<file path="src/rtl/counter_updown_mod.sv">
// rtl/counter_updown_mod.sv - modulo up/down counter with load, wrap/saturate and ovf pulse
// Optional prescaler enabled by defining CNT_PRESCALE_EN.
module counter_updown_mod #(
    parameter int WIDTH    = 8,
    parameter int MAX_VAL  = 2**WIDTH - 1,
    parameter int MODE     = 0,
    parameter int PRESCALE = 4
) (
    input  logic             clk,
    input  logic             rst,
    input  logic             en,
    input  logic             up_down,
    input  logic             load,
    input  logic [WIDTH-1:0] load_val,
    output logic [WIDTH-1:0] cnt,
    output logic             ovf,
    output logic             at_limit
);

    localparam logic [WIDTH-1:0] MAX_V = WIDTH'(MAX_VAL);
    localparam bit SATURATE = (MODE == 1);

    // Elaboration-time guards on the parameter ranges the counter relies on
    if (WIDTH < 2) begin : g_bad_width
        $error("counter_updown_mod: WIDTH must be >= 2");
    end
    if (MAX_VAL < 1 || MAX_VAL > 2**WIDTH - 1) begin : g_bad_max
        $error("counter_updown_mod: MAX_VAL out of range");
    end
    if (MODE != 0 && MODE != 1) begin : g_bad_mode
        $error("counter_updown_mod: MODE must be 0 or 1");
    end
    if (PRESCALE < 1) begin : g_bad_prescale
        $error("counter_updown_mod: PRESCALE must be >= 1");
    end

    logic             at_max;
    logic             at_zero;
    logic [WIDTH-1:0] load_clip;
    logic [WIDTH-1:0] step_cnt;
    logic             step_ovf;

    assign at_max    = (cnt == MAX_V);
    assign at_zero   = (cnt == '0);
    assign at_limit  = (up_down && at_max) || (!up_down && at_zero);
    assign load_clip = (load_val > MAX_V) ? MAX_V : load_val;

    // Next value for a qualified step; limits are detected by compare, not by rollover
    always_comb begin
        step_cnt = cnt;
        step_ovf = 1'b0;
        if (up_down) begin
            if (at_max) begin
                step_ovf = 1'b1;
                step_cnt = SATURATE ? cnt : '0;
            end else begin
                step_cnt = cnt + 1'b1;
            end
        end else begin
            if (at_zero) begin
                step_ovf = 1'b1;
                step_cnt = SATURATE ? cnt : MAX_V;
            end else begin
                step_cnt = cnt - 1'b1;
            end
        end
    end

`ifdef CNT_PRESCALE_EN
    localparam int PS_W = (PRESCALE > 1) ? $clog2(PRESCALE) : 1;
    localparam logic [PS_W-1:0] PS_LAST = PS_W'(PRESCALE - 1);

    logic [PS_W-1:0] ps;

    always_ff @(posedge clk) begin
        if (rst) begin
            cnt <= '0;
            ovf <= 1'b0;
            ps  <= '0;
        end else if (load) begin
            cnt <= load_clip;
            ovf <= 1'b0;
            ps  <= '0;
        end else if (en) begin
            if (ps == PS_LAST) begin
                ps  <= '0;
                cnt <= step_cnt;
                ovf <= step_ovf;
            end else begin
                ps  <= ps + 1'b1;
                ovf <= 1'b0;
            end
        end else begin
            ovf <= 1'b0;
        end
    end
`else
    always_ff @(posedge clk) begin
        if (rst) begin
            cnt <= '0;
            ovf <= 1'b0;
        end else if (load) begin
            cnt <= load_clip;
            ovf <= 1'b0;
        end else if (en) begin
            cnt <= step_cnt;
            ovf <= step_ovf;
        end else begin
            ovf <= 1'b0;
        end
    end
`endif

endmodule
</file>
<file path="config.mk">
export PLATFORM = sky130hd
export DESIGN_NAME = counter_updown_mod
export DESIGN_NICKNAME = d
export VERILOG_FILES = /design/src/rtl/counter_updown_mod.sv
export SDC_FILE = /design/constraint.sdc
export NUM_CORES = 1
export LEC_CHECK = 0
export CORE_MARGIN = 8
export CORE_UTILIZATION = 35
export DETAILED_ROUTE_END_ITERATION = 16
export HOLD_SLACK_MARGIN = 0.15
export PLACE_DENSITY = 0.71
export SLEW_MARGIN = 20
export SYNTH_ARGS = -nofsm -noshare
export SYNTH_HDL_FRONTEND = slang
export SYNTH_SLANG_ARGS = --single-unit
</file>
<file path="constraint.sdc">
create_clock -name clk -period 2.68 [get_ports clk]
set_input_delay 0.268 -clock clk [delete_from_list [all_inputs] [get_ports clk]]
set_output_delay 0.268 -clock clk [all_outputs]
set_load 0.02 [all_outputs]
</file>
# Yosys cells after proc, flatten, opt, wreduce, memory -nomap -nowiden
# Index checks and enable logic that the tools add are counted.
# Widths: inputs -> output; s select.
[word_totals] ff_bits=9 latchBits=0 ram_bits=0 rom_bits=0 input_bits=13 out_inout_bits=10 word_cells=23 memories=0
[op_classes] add_sub_neg=2 n_mul=0 div_mod_pow=0 order_cmp=1 n_eq_ne=1 n_shift=0 mux=9 bitwise_logic=1 n_reduce_logical=7
[ops] operator="$mux 8" n=6
[ops] operator="$add 8x1->8 const B" n=1
[ops] operator="$eq 8x8->1 const B" n=1
[ops] operator="$gt 8x8->1 const B" n=1
[ops] operator="$logic_not 8->1" n=1
[ops] operator="$sub 8x1->8 const B" n=1
[ops] operator="$mux 1" n=3
[ops] operator="$reduce_or 3->1" n=1
[ops] operator="$logic_and 1x1->1" n=2
[ops] operator="$reduce_bool 2->1" n=1
[ops] operator="$logic_not 1->1" n=1
[ops] operator="$logic_or 1x1->1" n=1
[ops] operator="$not 1->1" n=1

# Logic depth before layout (Yosys ltp)
# Gate-level depths: netlist of run 1.
[depth] word_depth=5 ltp_mapped=8

# Worst setup path before layout of run 1
# No wires, ideal clock.
[synth_timing] path_type="reg-to-reg" from="register cnt[0]" to="register cnt[6]" setup_ns=0.115 arrival_ns=1.704 required_ns=2.565 setup_slack_ns=0.861 path_stages_with_launch=9 n_path_buf=1 synth_period_minus_slack_ns=1.819 path_cell_list="dfxtp_1 > buf_4 > inv_1 > ha_1 > nor4b_2 > a21oi_2 > nand2_2 > o31a_1 > o21a_1"
[synth_via] elab_chain_len=5
[synth_lines] item="start: declaration" line_no="15" rtl="output logic [WIDTH-1:0] cnt,"
[synth_lines] item="start signal: assignment" line_no="103" rtl="cnt <= load_clip;"
[synth_lines] item="start signal: assignment" line_no="106" rtl="cnt <= step_cnt;"
[synth_lines] item="$sub 8x1->8 (tied with other cells)" line_no="64" rtl="step_cnt = cnt - 1'b1;"
[synth_lines] item="$mux 8, on equally long branches" line_no="60, 53"
[synth_lines] item="$mux 8 (*)" line_no="52" rtl="if (up_down) begin"
[synth_lines] item="$mux 8 (*)" line_no="105" rtl="end else if (en) begin"
[synth_lines] item="$mux 8 (*)" line_no="102" rtl="end else if (load) begin"
# Every way passes the cells marked *; elsewhere a longest branch is shown, timed or not. The select of a mux whose other input is x is not followed.
# A chain may end at the register's enable or synchronous reset.

# Final worst setup path of run 1
[layout_timing] from="register cnt[2]" to="output at_limit"
[layout_via] elab_chain_len=3
[layout_lines] item="$eq 8x8->1 or $logic_not 8->1 (tied branches)" line_no="43, 44"
[layout_lines] item="$logic_and 1x1->1" line_no="45" rtl="assign at_limit = (up_down && at_max) || (!up_down && at_zero);"
[layout_lines] item="$logic_or 1x1->1 (*)" line_no="45"
[layout_lines] item="end: declaration" line_no="17" rtl="output logic at_limit"
# Every way passes the cells marked *; elsewhere a longest branch is shown, timed or not.

==> impl_metrics.ini, run 1 <==
[layout]
diodes = 0
drive_gt1_share_pct = 10.4
syn_to_final_growth_pct = 34.5
nFillCells = 226
fin_nets = 142
layout.cells.non_filler = 153

[power_and_ir_drop]
leakagePower_nw = 0.381
ir_worst_vdd_uv = 244
power_density_mw_per_mm2 = 439
power_mw = 0.454

[yosys]
seq_area_frac_synth_pct = 23.4
synth_edf_count = 0
synth.distinct_cells = 41
synth_warnings = 0
ys_ff_latch = 9
syn-cell-area_um2 = 769
ys.flop_type = dfxtp_1
synth_cells = 104
avgSynthCellArea_um2 = 7.40
synthArstFlopShare_pct = 0
syn_nets = 120

[sta]
min_period_ps = 2490
finalSetupViolCount = 0
slew_violations = 0
tns_ps = 0
finClkSkew_ps = 1.64
finalHoldViolCount = 0
whs_ps = 559
max_slew_margin_pct = 66.9
finalCritPeriodShare_pct = 92.9
rsz0062_at_grt = no
worst_pin_slew_ps = 496
fin_ws_ps = 189
fmax_mhz = 401

[drt]
drc_errors = 0
vias_per_cell = 5.69
vias = 870
wl_per_cell_um = 14.8
ant_nets = 0
wl_um = 2260
drt_iter0_drc = 67
drtPass1Iterations = 4

[clock_network]
cts_resized = 0
path_clk_slew_ps = 60
clkLatencyLatePin_ps = 270
tritoncts.num_buffers = 3
cts_setup_buffers = 0
cts_tree = done
htree_levels = 1
ctsRootBufferMaster = clkbuf_4
cts_buffer_depth = 2
cts.sink_count = 9
hold_buffers = 0

[worst_setup_path]
cp_slowest_cell = dfxtp_1
r2r.worst_path.cells = 7
r2r_end = cnt[6]$_SDFFE_PP0P_
max_stage_delay_ps = 630
timing.rr.start = cnt[0]$_SDFFE_PP0P_
required_ps = 2410
crit_arrival_ps = 2220
criticalPathCategory = reg -> out
cp-start-kind = flop
crit_fanout = 14
r2r_setup_slack_ps = 700
worstSetupEndpointType = output pin
cp_cell_sequence = and4_1, nand3_1, o21ai_1, clkdlybuf4s50_1

[worst_hold_path]
min_to = cnt[4]$_SDFFE_PP0P_
hp-class = in -> reg
whs_path_depth = 3
min_from = load_val[4]

[global_routing]
grt_pass1_vias = 848
grt_max_degree = 15
gr-total-overflow = 0
grtUsageTotal_pct = 11.5
grt_antenna_before_repair = 0
grt_first_pass_wirelength_um = 3790

[place]
dp_hpwl_um = 1700
io_buffers = 22
gp_congestion = 1.03
dp.cells = 149
post-place-ws_ps = 344

[floorplanning]
dieHeight_um = 62.9
core_mm2 = 0.00215
die_area_mm2 = 0.00396
io_pins = 23
initial_core_util_pct = 35.8
die_x_um = 62.9
num_rows = 17

[job]
drv_cap = 0

[outcome]
outcome = finished clean
## worst max-delay path, delay by kind of cell (launching register included)
family          cells  cell delay (ps)
compound gates      1              220
buf+inv             1              630
flops               1              630
simple gates        2              470
## registers in the layout, indices dropped and copies added, names as in the netlist
| name | count |
|---|---|
| ovf | 1 |
| cnt | 8 |
## cells by family after synthesis
| group | after synthesis | share of synthesized area [%] |
|---|---|---|
| and+or+nand+nor | 39 | 28.6 |
| AOI/OAI and AO/OA | 34 | 29.6 |
| buffers and inverters | 15 | 8.45 |
| DFF | 9 | 23.4 |
| muxes | 3 | 3.90 |
| adders and majority gates | 3 | 4.88 |
| xor gates and xnor gates | 1 | 1.14 |
## power breakdown
group,switching [mW],total [mW],internal (mW),leakage [nW]
Clock,0.0540,0.112,0.0577,0.0150
Sequential,0.0291,0.174,0.145,0.0745
Combinational,0.0841,0.168,0.0840,0.291
## layer usage
metal  wire (um)  track usage, %  part of all wire, %  up-vias
met2        1160            18.7                   51       47
met5           0               0                    0        -
met4          26            5.98                  1.2        0
met1         878            13.1                   39      392
li1            -               -                    -      425
met3         192            3.58                  8.5        6
## worst max path at each step
stage                                endpoint                 from
after CTS                            at_limit  cnt[2]$_SDFFE_PP0P_
after detailed placement             at_limit              up_down
after global routing                 at_limit  cnt[2]$_SDFFE_PP0P_
final                                at_limit  cnt[2]$_SDFFE_PP0P_
after global placement               at_limit              up_down
after floorplan           cnt[6]$_SDFFE_PP0P_  cnt[0]$_SDFFE_PP0P_
## synthesized netlist by cell type, drive strengths merged, types with 2 or more instances
library cell	n	area [um2]
a31oi	4	25.0
clkbuf	2	8.75
or2	2	12.5
mux2i	3	30.0
buf	6	30.0
dfxtp	9	180
nor2b	2	12.5
ha	3	37.5
nor2	9	33.8
o21ai	5	25.0
nand3	4	20.0
inv	7	26.3
nand2	11	43.8
a21oi	11	58.8
o31ai	2	15.0
o22ai	3	18.8
nor3	3	15.0
nand4	2	12.5
## cell usage in the layout, fill, tap and decap left out, types with 2 or more instances in the layout
cell type | netlist | layout
a21oi_1 | 10 | 10
a31oi_1 | 4 | 4
buf_4 | 1 | 3
clkbuf_4 | 0 | 3
clkdlybuf4s50_1 | 0 | 22
dfxtp_1 | 9 | 9
ha_1 | 3 | 3
inv_1 | 7 | 7
mux2i_1 | 3 | 3
nand2_1 | 10 | 10
nand3_1 | 4 | 4
nand4_1 | 2 | 2
nor2_1 | 9 | 9
nor2b_1 | 2 | 2
nor3_1 | 3 | 3
o21ai_0 | 4 | 4
o22ai_1 | 3 | 3
o31ai_1 | 2 | 2
## layout make-up
class	count	area (um2)	share of cell area [%]
clock buffer	4	26.3	2.54
inverter	7	26.3	2.54
multi-input combinational	80	524	50.7
sequential	9	180	17.4
tap	28	35.0	3.39
timing repair buffer	25	243	23.5
## per-stage QoR
step | utilization, % | instance area (um2)
4_1_cts | 48.2 | 1030
6_report | 48.2 | 1030
2_1_floorplan | - | 769
5_1_grt | 48.2 | 1030
3_5_place_dp | 46.9 | 1010
3_3_place_gp | 46.9 | 1010
No activity file was read; power rests on OpenSTA's default activity.
==> run 2, diff against run 1 <==
Settings changed: CTS_CLUSTER_SIZE set to 10.
==> results of run 2 <==
Final layout, timing and power as in run 1 (identical DEF).
==> run 3, diff against run 2 <==
Settings changed: CAP_MARGIN set to 40, CTS_BUF_LIST set to sky130_fd_sc_hd__clkbuf_16.
==> impl_metrics.ini, run 3 (same netlist as run 1, synthesis figures left out) <==
[outcome]
outcome = finished clean

[worst_setup_path]
worstSetupEndpointType = output pin
r2r_setup_slack_ps = 710
criticalPathCategory = reg -> out
timing.rr.start = cnt[0]$_SDFFE_PP0P_
required_ps = 2410
critPathLaunch = cnt[2]$_SDFFE_PP0P_
r2r_end = cnt[6]$_SDFFE_PP0P_
crit_arrival_ps = 2200
crit_end = at_limit
cp-start-kind = flop
crit_fanout = 14
r2r.worst_path.cells = 7

[sta]
max_slew_margin_pct = 63.9
worst_pin_slew_ps = 541
fin_ws_ps = 213
fmax_mhz = 405
finalCritPeriodShare_pct = 92.0
finClkSkew_ps = 0.527
tns_ps = 0
finalSetupViolCount = 0
min_period_ps = 2470
slew_violations = 0
finalHoldViolCount = 0
rsz0062_at_grt = no

[drt]
drtPass1Iterations = 4
vias = 884
wl_met3_um = 167
drc_errors = 0
wl_met1_um = 949
ant_nets = 0
dr.max_layer_used = met4
vias_per_cell = 5.78
wl_um = 2330
drt_iter0_drc = 32
wl_per_cell_um = 15.2
wl_met2_um = 1200

[layout]
drive_gt1_share_pct = 10.4
fin_nets = 142
layout_common_cells = clkdlybuf4s50_1 (22), nand2_1 (10), a21oi_1 (10)
reg_top3 = cnt x8, ovf x1
layout.cells.non_filler = 153
final_common_cell = clkdlybuf4s50_1
largest_register_ffs = 8
nFillCells = 215
diodes = 0
syn_to_final_growth_pct = 41.3
top_register = cnt

[clock_network]
cts_setup_buffers = 0
clkLatencyLatePin_ps = 240
htree_levels = 1
path_clk_slew_ps = 40
ctsRootBufferMaster = clkbuf_16
tritoncts.num_buffers = 3
cts_tree = done
hold_buffers = 0
cts_buffer_depth = 2
cts.sink_count = 9
cts_resized = 0

[power_and_ir_drop]
power_density_mw_per_mm2 = 558
p_seq_share_pct = 29.0
switching_share_pct = 29.9
p_int_mw = 0.425
ir_worst_vdd_uv = 527
p_comb_share_pct = 27.8
clock_power_share_pct = 43.2
switching_power_mw = 0.181
leakagePower_nw = 0.408

[floorplanning]
io_pins = 23
initial_core_util_pct = 35.8
core_mm2 = 0.00215
die_area_mm2 = 0.00396
dieHeight_um = 62.9
die_x_um = 62.9
num_rows = 17

[worst_hold_path]
hp-class = in -> reg
min_from = load_val[4]

[place]
gp_congestion = 1.03
post-place-ws_ps = 344
dp.cells = 149
dp_hpwl_um = 1700
io_buffers = 22

[global_routing]
grt_antenna_before_repair = 0
grt_pass1_vias = 856
gr-total-overflow = 0
grtUsageTotal_pct = 12.1
grt_max_degree = 15
grt_first_pass_wirelength_um = 3960

[job]
drv_cap = 0
==> run 3: worst min path at each step <==
stage / end / slack [ps] / depth (start not counted)
floorplan: cnt[1]$_SDFFE_PP0P_ / 410 / 2
global placement: cnt[6]$_SDFFE_PP0P_ / 610 / 1
detailed placement: cnt[6]$_SDFFE_PP0P_ / 610 / 1
CTS: cnt[4]$_SDFFE_PP0P_ / 600 / 3
global route: cnt[4]$_SDFFE_PP0P_ / 640 / 3
finish: cnt[4]$_SDFFE_PP0P_ / 600 / 3
==> run 3: stage by stage <==
step | hold WS, ps | util, % | total power [mW] | instance area [um2]
floorplan | 411 | - | 0.278 | 769
global placement | 606 | 46.9 | 0.340 | 1010
detailed placement | 608 | 46.9 | 0.343 | 1010
CTS | 598 | 50.6 | 0.609 | 1090
global route | 637 | 50.6 | 0.639 | 1090
finish | 599 | 50.6 | 0.607 | 1090
==> run 3: routing by layer <==
metal	up-vias	global-route usage (%)
li1	431	-
met1	407	13.6
met2	44	20.1
met3	2	3.76
met4	0	5.70
met5	-	0
==> run 3: cell type report <==
class | instances | area (um2) | share of cell area [%]
Clock buffer | 3 | 75.1 | 6.90
Clock inverter | 1 | 3.75 | 0.345
Inverter | 7 | 26.3 | 2.42
Multi-Input combinational cell | 80 | 524 | 48.2
Sequential cell | 9 | 180 | 16.6
Tap cell | 28 | 35.0 | 3.22
Timing Repair Buffer | 25 | 243 | 22.3
==> run 3: critical path, cell delays in order (launching register included) <==
cell,delay [ps]
dfxtp_1,650
and4_1,310
nand3_1,150
o21ai_1,220
clkdlybuf4s50_1,630
==> run 3: power groups by stage <==
stage          Clock (mW)  Sequential [mW]  Combinational (mW)
2_1_floorplan           0            0.177               0.101
3_3_place_gp            0            0.175               0.165
3_5_place_dp            0            0.176               0.167
4_1_cts             0.266            0.174               0.168
5_1_grt             0.277            0.178               0.184
6_report            0.262            0.176               0.169
